[config.mk]
export PLATFORM = sky130hd
export DESIGN_NAME = pipe_hazard_ctrl
export DESIGN_NICKNAME = d
export VERILOG_FILES = /design/src/rtl/cpu_pkg.sv /design/src/rtl/stall_mask_gen.sv /design/src/rtl/pipe_hazard_ctrl.sv
export SDC_FILE = /design/constraint.sdc
export NUM_CORES = 1
export LEC_CHECK = 0
export CORE_UTILIZATION = 36
export DETAILED_ROUTE_END_ITERATION = 8
export HOLD_SLACK_MARGIN = 0.08
export MAX_ROUTING_LAYER = met4
export PLACE_DENSITY_LB_ADDON = 0.25
export SETUP_SLACK_MARGIN = 0.1
export SKIP_CTS_REPAIR_TIMING = 1
export SLEW_MARGIN = 20
export SYNTH_ARGS = -nofsm -noshare
export SYNTH_HDL_FRONTEND = slang
export SYNTH_SLANG_ARGS = --single-unit
export TNS_END_PERCENT = 10
[constraint.sdc]
create_clock -name clk -period 2.1 [get_ports clk]
set_clock_uncertainty 0.1 [all_clocks]
set_input_delay 0.21 -clock clk [delete_from_list [all_inputs] [get_ports clk]]
set_output_delay 0.21 -clock clk [all_outputs]
set_load 0.05 [all_outputs]
[src/rtl/cpu_pkg.sv]
// Shared definitions for the pipeline hazard controller: stage indices and
// the interrupt-entry state encoding.
package cpu_pkg;

  localparam int STG_PC  = 0;
  localparam int STG_IF  = 1;
  localparam int STG_ID  = 2;
  localparam int STG_EX  = 3;
  localparam int STG_MEM = 4;
  localparam int STG_WB  = 5;

  typedef enum logic [1:0] {
    RUN    = 2'd0,
    DRAIN  = 2'd1,
    MASKED = 2'd2
  } irq_state_t;

endpackage

[src/rtl/stall_mask_gen.sv]
// Priority encoder: turns per-stage stall requests into a thermometer mask
// covering the highest requesting stage and every stage below it.
module stall_mask_gen #(
  parameter int STAGES = 6
) (
  input  logic [STAGES-1:0] stall_req,
  output logic [STAGES-1:0] stall_mask
);

  logic acc;

  always_comb begin
    acc        = 1'b0;
    stall_mask = '0;
    for (int k = STAGES - 1; k >= 0; k--) begin
      acc           = acc | stall_req[k];
      stall_mask[k] = acc;
    end
  end

endmodule

[src/rtl/pipe_hazard_ctrl.sv]
// Pipeline hazard controller: stall/flush generation, jump redirect,
// interrupt-entry FSM and stall-cycle counter.
module pipe_hazard_ctrl
  import cpu_pkg::*;
#(
  parameter int STAGES     = 6,
  parameter int JUMP_STAGE = 3,
  parameter int ADDR_W     = 32,
  parameter int CNT_W      = 32
) (
  input  logic              clk,
  input  logic              rst,
  input  logic [STAGES-1:0] stall_req,
  input  logic              jump_flag,
  input  logic [ADDR_W-1:0] jump_addr,
  input  logic              ex_valid,
  input  logic [ADDR_W-1:0] ex_pc,
  input  logic              irq_req,
  input  logic [ADDR_W-1:0] irq_vec,
  input  logic              irq_done,
  output logic [STAGES-1:0] stall,
  output logic [STAGES-1:0] flush,
  output logic              redirect_valid,
  output logic [ADDR_W-1:0] redirect_addr,
  output logic              irq_ack,
  output logic [ADDR_W-1:0] irq_epc,
  output logic [CNT_W-1:0]  stall_cnt
);

  localparam logic [CNT_W-1:0] CNT_ONE = {{(CNT_W-1){1'b0}}, 1'b1};

  irq_state_t        state_q, state_d;
  logic [STAGES-1:0] stall_mask;
  logic [STAGES-1:0] jump_flush;
  logic              blocked_hi;
  logic              jump_take;
  logic              trap_take;

  stall_mask_gen #(.STAGES(STAGES)) u_stall_mask_gen (
    .stall_req  (stall_req),
    .stall_mask (stall_mask)
  );

  // The thermometer bit at JUMP_STAGE is set exactly when some stage at or
  // above the jump stage is requesting a stall.
  assign blocked_hi = stall_mask[JUMP_STAGE];

  always_comb begin
    jump_flush = '0;
    for (int k = 1; k <= JUMP_STAGE; k++) begin
      jump_flush[k] = 1'b1;
    end
  end

  always_comb begin
    jump_take      = !rst && jump_flag && !blocked_hi;
    trap_take      = !rst && (state_q == DRAIN) && irq_req && ex_valid &&
                     !jump_flag && !blocked_hi;
    stall          = '0;
    flush          = '0;
    redirect_valid = 1'b0;
    redirect_addr  = '0;
    irq_ack        = 1'b0;
    state_d        = state_q;

    // Jump and trap are mutually exclusive because the trap requires jump_flag=0.
    if (!rst) begin
      if (jump_take) begin
        flush          = jump_flush;
        redirect_valid = 1'b1;
        redirect_addr  = jump_addr;
      end else if (trap_take) begin
        flush          = jump_flush;
        redirect_valid = 1'b1;
        redirect_addr  = irq_vec;
        irq_ack        = 1'b1;
      end else begin
        stall = stall_mask;
      end
    end

    unique case (state_q)
      RUN:     if (irq_req) state_d = DRAIN;
      DRAIN: begin
        if (trap_take)     state_d = MASKED;
        else if (!irq_req) state_d = RUN;
      end
      MASKED:  if (irq_done) state_d = RUN;
      default: state_d = RUN;
    endcase
  end

  always_ff @(posedge clk) begin
    if (rst) begin
      state_q   <= RUN;
      irq_epc   <= '0;
      stall_cnt <= '0;
    end else begin
      state_q <= state_d;
      if (trap_take) irq_epc <= ex_pc;
      if (stall[STG_PC]) stall_cnt <= stall_cnt + CNT_ONE;
    end
  end

endmodule

Word-level counts from Yosys, hierarchy flattened. Index checks and enable logic that the tools add are counted.

Bits of input ports: 108. Word-level logic and storage cells: 45. Register bits after elaboration: 66. Output and inout port bits: 110.

Add/subtract/negate cells: 1. Eq/ne operators: 5. Reductions and logical operators: 12. Bitwise gates (word level): 5. Multiplexer cells: 19.

Operators with widths (count): $mux W32 (3); $add A32 B1 Y32 const B (1); $mux W6 (3); $mux W4 (3); $mux W2 (4); $logic_and A1 B1 Y1 (7); $pmux W2 S3 (1); $mux W1 (5); $or A1 B1 Y1 (5); $ne A2 B2 Y1 const B (2); $logic_not A1 Y1 (3); $ne A3 B3 Y1 const B (1); $reduce_and A3 Y1 (1); $eq A2 B1 Y1 const B (1); $eq A2 B2 Y1 const B (1); $logic_not A2 Y1 (1).

Depth between registers and ports, before layout.
Word-level depth: 9. Depth in mapped cells: 7. Depth with buffers taken out: 6.

Modules after synthesis. A second synthesis with hierarchy kept.

Cell total of the unflattened synthesis: 410. Area total of the unflattened synthesis: 3379.5 um2.

Modules (own cells, without submodules): pipe_hazard_ctrl (instances 1, sequential area each 1321.3 um2, cells each 403, area an instance 3326.9 um2); stall_mask_gen (instances 1, sequential area each 0.0 um2, cells each 7, area an instance 52.6 um2).

Least setup slack after synthesis. Ideal clock, no wire load.

Path type: reg-to-output. From: register state_q[1]. To: output port redirect_addr[17]. Setup slack: -0.473 ns. Path buffers: 0. Data required time: 1.790 ns. Cell stages (with the launch flop): 4. Arrival time: 2.263 ns. Cells stage by stage: dfxtp_1 nand2b_1 nor3_1 a22o_1.

Word-level cells in the longest chain between the ends: 9.

RTL lines: start, declared (RTL line pipe_hazard_ctrl.sv:32) `irq_state_t state_q, state_d;`; start signal, assigned (RTL line pipe_hazard_ctrl.sv:99) `state_q <= state_d;`; $eq A2 B1 Y1 (RTL line pipe_hazard_ctrl.sv:57) `trap_take = !rst && (state_q == DRAIN) && irq_req && ex_valid &&`; $logic_and A1 B1 Y1 (4 in a row) (RTL line pipe_hazard_ctrl.sv:57); $logic_and A1 B1 Y1 (RTL line pipe_hazard_ctrl.sv:58) `!jump_flag && !blocked_hi;`; $mux W32 (RTL line pipe_hazard_ctrl.sv:72) `end else if (trap_take) begin`; $mux W32 (RTL line pipe_hazard_ctrl.sv:68) `if (jump_take) begin`; $mux W32 (RTL line pipe_hazard_ctrl.sv:67) `if (!rst) begin`; end, declared (RTL line pipe_hazard_ctrl.sv:24) `output logic [ADDR_W-1:0] redirect_addr,`.

Every way passes these cells.

Worst setup path after layout.
From: register stall_cnt[25]. To: output port stall_cnt[25].

RTL lines: start, declared (RTL line pipe_hazard_ctrl.sv:27) `output logic [CNT_W-1:0] stall_cnt`; start signal, assigned (RTL line pipe_hazard_ctrl.sv:101) `if (stall[STG_PC]) stall_cnt <= stall_cnt + CNT_ONE;`.

No word-level cell between the ends.

==> tab_implementation.tex <==
\begin{tabular}{lr}
\hline
Metric & Value \\
\hline
\multicolumn{2}{l}{\textbf{CTS}} \\
\quad Largest buffer count on any clock path & 2 \\
\quad H-tree lvl count & 3 \\
\quad CTS tree & built \\
\quad Skew-Pair Late Insertion Delay & 0.34 ns \\
\quad Clock buffers created by TritonCTS & 9 \\
\quad Total number of clock tree sinks & 66 \\
\quad Clock tree root buffer cell & sky130\_fd\_sc\_hd\_\_clkbuf\_8 \\
\quad Clock slew seen by the registers of the worst setup and hold paths & 0.08 ns \\
\multicolumn{2}{l}{\textbf{Worst setup path}} \\
\quad Top Family by Delay on Critical Path & buffers and inverters \\
\quad Type of the setup path with the least slack & reg -> out \\
\quad Cell with the biggest individual delay on the critical path & sky130\_fd\_sc\_hd\_\_clkdlybuf4s50\_1 \\
\quad CP Max Fanout & 7 \\
\quad Worst path required time & 1.79 ns \\
\quad CP Launch Type & flip-flop \\
\quad Critical Path Sink Type & output port \\
\quad Slowest Stage Delay on Critical Path & 0.88 ns \\
\quad Worst-path cell chain & clkdlybuf4s50\_1 \\
\quad Bufs and invs on worst path & 1 \\
\quad Data arrival time of the critical path & 1.68 ns \\
\multicolumn{2}{l}{\textbf{Synth}} \\
\quad Mean area per synthesized cell & 8.04 um2 \\
\quad Asr flop ratio synth & 0\% \\
\quad Cell types occupying the most area after synthesis & sky130\_fd\_sc\_hd\_\_dfxtp\_1 (41\%), sky130\_fd\_sc\_hd\_\_nand2\_1 (9.1\%), sky130\_fd\_sc\_hd\_\_a22o\_1 (8.8\%) \\
\quad Post-synthesis sequential element count & 66 \\
\quad Post-synth design cell area & 3200 um2 \\
\quad Share of Yosys cell area claimed by the top area cell type & 41.3\% \\
\quad Most common cell in the synthesized netlist & sky130\_fd\_sc\_hd\_\_nand2\_1 \\
\quad Cells after synthesis & 398 \\
\quad Yosys warning total & 0 \\
\quad Cell type with the largest total area after synthesis & sky130\_fd\_sc\_hd\_\_dfxtp\_1 \\
\quad Number of synthesized flops with an enable pin & 0 \\
\quad Most frequently used flop master after synthesis & sky130\_fd\_sc\_hd\_\_dfxtp\_1 \\
\quad Number of library cell types mapped by synthesis & 42 \\
\quad Post-synthesis sequential area ratio & 41.3\% \\
\quad Leading post-synthesis cells by instance count & sky130\_fd\_sc\_hd\_\_nand2\_1 (78), sky130\_fd\_sc\_hd\_\_dfxtp\_1 (66), sky130\_fd\_sc\_hd\_\_a21oi\_1 (52), sky130\_fd\_sc\_hd\_\_a22o\_1 (32), sky130\_fd\_sc\_hd\_\_nor2\_1 (31) \\
\multicolumn{2}{l}{\textbf{Pwr}} \\
\quad Peak ir drop on the vdd network & 0.000405 V \\
\quad LEAKAGE & 2.59 nW \\
\quad Power after layout & 3.03 mW \\
\quad Power Dens Cells & 448 nW/um2 \\
\multicolumn{2}{l}{\textbf{Floorplanning}} \\
\quad Floorplan die height & 96.3 um \\
\quad Total I/O pin count & 218 \\
\quad Overall die area & 9270 um2 \\
\quad Horizontal die dimension & 96.3 um \\
\quad Initial core utilization & 36.9\% \\
\quad Core Box Area & 8680 um2 \\
\quad Num rows & 34 \\
\multicolumn{2}{l}{\textbf{Timing}} \\
\quad Actual transition at the worst max-transition pin & 0.674 ns \\
\quad Top achievable clock speed & 503 MHz \\
\quad Fin worst setup slack & 0.111 ns \\
\quad Finish-stage setup viols & 0 \\
\quad Final count of hold timing violations & 0 \\
\quad Hold Slack & 0.219 ns \\
\quad Time the final worst path needs with I/O delays and setup & 1.99 ns \\
\quad TNS Setup & 0 ns \\
\quad Final max-slew violation count & 0 \\
\quad Fraction of the cycle the final worst path needs & 94.7\% \\
\quad Setup repair after global routing missed its margin & true \\
\quad Rel. slew slack & 55.0\% \\
\multicolumn{2}{l}{\textbf{Detailed routing}} \\
\quad Count of unresolved DRC violations after routing & 0 \\
\quad Number of vias in the routed layout & 3971 \\
\quad Aggregate routed wire length & 13600 um \\
\quad Post-DR vias/cell & 5.30 \\
\quad Iteration-0 DRC count of the detailed router & 141 \\
\quad Average wire per cell in the routed design & 18.2 um \\
\quad Length of the first detailed-routing pass in iterations & 5 \\
\quad Post-route ant nets & 0 \\
\multicolumn{2}{l}{\textbf{Placement}} \\
\quad Pre-CTS setup slack & -0.138 ns \\
\quad Estimated wirelength of the detail-placed design & 9590 um \\
\quad Global placer's final weighted congestion & 0.769 \\
\quad Instance area after placement & 6050 um2 \\
\quad Quantity of I/O buffers inserted on ports & 214 \\
\multicolumn{2}{l}{\textbf{Global routing}} \\
\quad GRT overflow & 0 \\
\quad Antenna violations before repair & 1 \\
\quad Pin count of the biggest net entering global routing & 63 \\
\quad Via count of the first global-routing pass & 3621 \\
\quad Wire length of the first global-routing pass & 18100 um \\
\quad Tot GR Track Use & 26.7\% \\
\multicolumn{2}{l}{\textbf{Flow run}} \\
\quad Max cap viols & 0 \\
\multicolumn{2}{l}{\textbf{Layout}} \\
\quad Final standard cell area without fillers & 6770 um2 \\
\quad Number of nets in the layout & 743 \\
\quad Area overhead of the layout relative to synthesis & 112\% \\
\quad Fraction of final layout cells sized beyond drive strength 1 & 27.2\% \\
\multicolumn{2}{l}{\textbf{Worst hold path}} \\
\quad Class of the most critical hold timing path & in -> reg \\
\multicolumn{2}{l}{\textbf{Outcome}} \\
\quad Result of the run & finished clean \\
\hline
\end{tabular}
==> state kept, by name, summed over array words and instances, names as in the netlist <==
signal	cells
stall_cnt	32
irq_epc	32
state_q	2
==> power breakdown <==
group          leakage (nW)  total (mW)  internal (mW)  switching [mW]
clock network         0.112        1.22          0.703           0.519
registers             0.539        1.27           1.26         0.00762
logic                  1.94       0.544          0.296           0.247
total                  2.59        3.03           2.26           0.774
==> through the flow <==
stage | util [%] | instances
after global placement | 69.7 | 722
after CTS | 72.3 | 738
after detailed placement | 69.7 | 722
after global routing | 78.0 | 748
final | 78.1 | 749
after floorplan | - | 400
==> logic make-up after synthesis <==
kind of cell | Yosys count | synth area share [%]
XOR/XNOR | 13 | 3.56
AO/OA/AOI/OAI | 106 | 21.7
multiplexers | 3 | 1.02
buffers and inverters | 39 | 5.71
other | 1 | 0.117
AND/OR/NAND/NOR | 169 | 26.2
flip-flops | 66 | 41.3
adder cells (fa/ha/maj) | 1 | 0.391
==> cell usage in the layout, fill, tap and decap left out, types with 3 or more instances in the layout <==
cell type,netlist,final
sky130_fd_sc_hd__clkdlybuf4s50_1,0,164
sky130_fd_sc_hd__nand2_1,78,76
sky130_fd_sc_hd__dfxtp_1,66,52
sky130_fd_sc_hd__a21oi_1,52,50
sky130_fd_sc_hd__buf_12,0,47
sky130_fd_sc_hd__buf_4,7,31
sky130_fd_sc_hd__nor2_1,31,27
sky130_fd_sc_hd__a22o_4,0,27
sky130_fd_sc_hd__dfxtp_2,0,14
sky130_fd_sc_hd__nand3_1,12,10
sky130_fd_sc_hd__clkbuf_8,0,10
sky130_fd_sc_hd__o21ai_0,8,8
sky130_fd_sc_hd__xor2_1,8,8
sky130_fd_sc_hd__or3_1,8,8
sky130_fd_sc_hd__inv_1,8,7
sky130_fd_sc_hd__nand4_1,7,7
sky130_fd_sc_hd__o31ai_1,7,7
sky130_fd_sc_hd__or4_1,7,6
sky130_fd_sc_hd__dlymetal6s2s_1,0,6
sky130_fd_sc_hd__a22o_1,32,5
sky130_fd_sc_hd__xnor2_1,5,5
sky130_fd_sc_hd__nor2b_1,3,3
sky130_fd_sc_hd__nor4_1,4,3
sky130_fd_sc_hd__nand4_4,1,3
sky130_fd_sc_hd__conb_1,1,3
==> cell type report <==
type                            count  area (um2)
Inverter                            8        30.0
Tap cell                          108         135
Antenna cell                        2        5.00
Fill cell                         580        1900
Multi-Input combinational cell    295        2050
Clock inverter                      6        90.1
Clock buffer                       10         138
Timing Repair Buffer              254        2980
Sequential cell                    66        1340
==> worst paths after layout <==
check,start,end,slack (ns),cells past startpoint
setup / recovery,stall_cnt[25],stall_cnt[25],0.11,1
hold / removal,rst,irq_epc[29],0.22,3
setup reg to reg,state_q[0],stall_cnt[31],0.14,8
hold reg to reg,irq_epc[29],irq_epc[29],0.36,2
==> routing by layer <==
metal	vias up	GRT usage, %	share of wire, %
met3	38	8.85	7.5
li1	1880	-	-
met5	-	-	0
met2	164	43.0	50
met4	0	7.35	2.7
met1	1889	31.8	39
(Power assumes the default switching activity.)
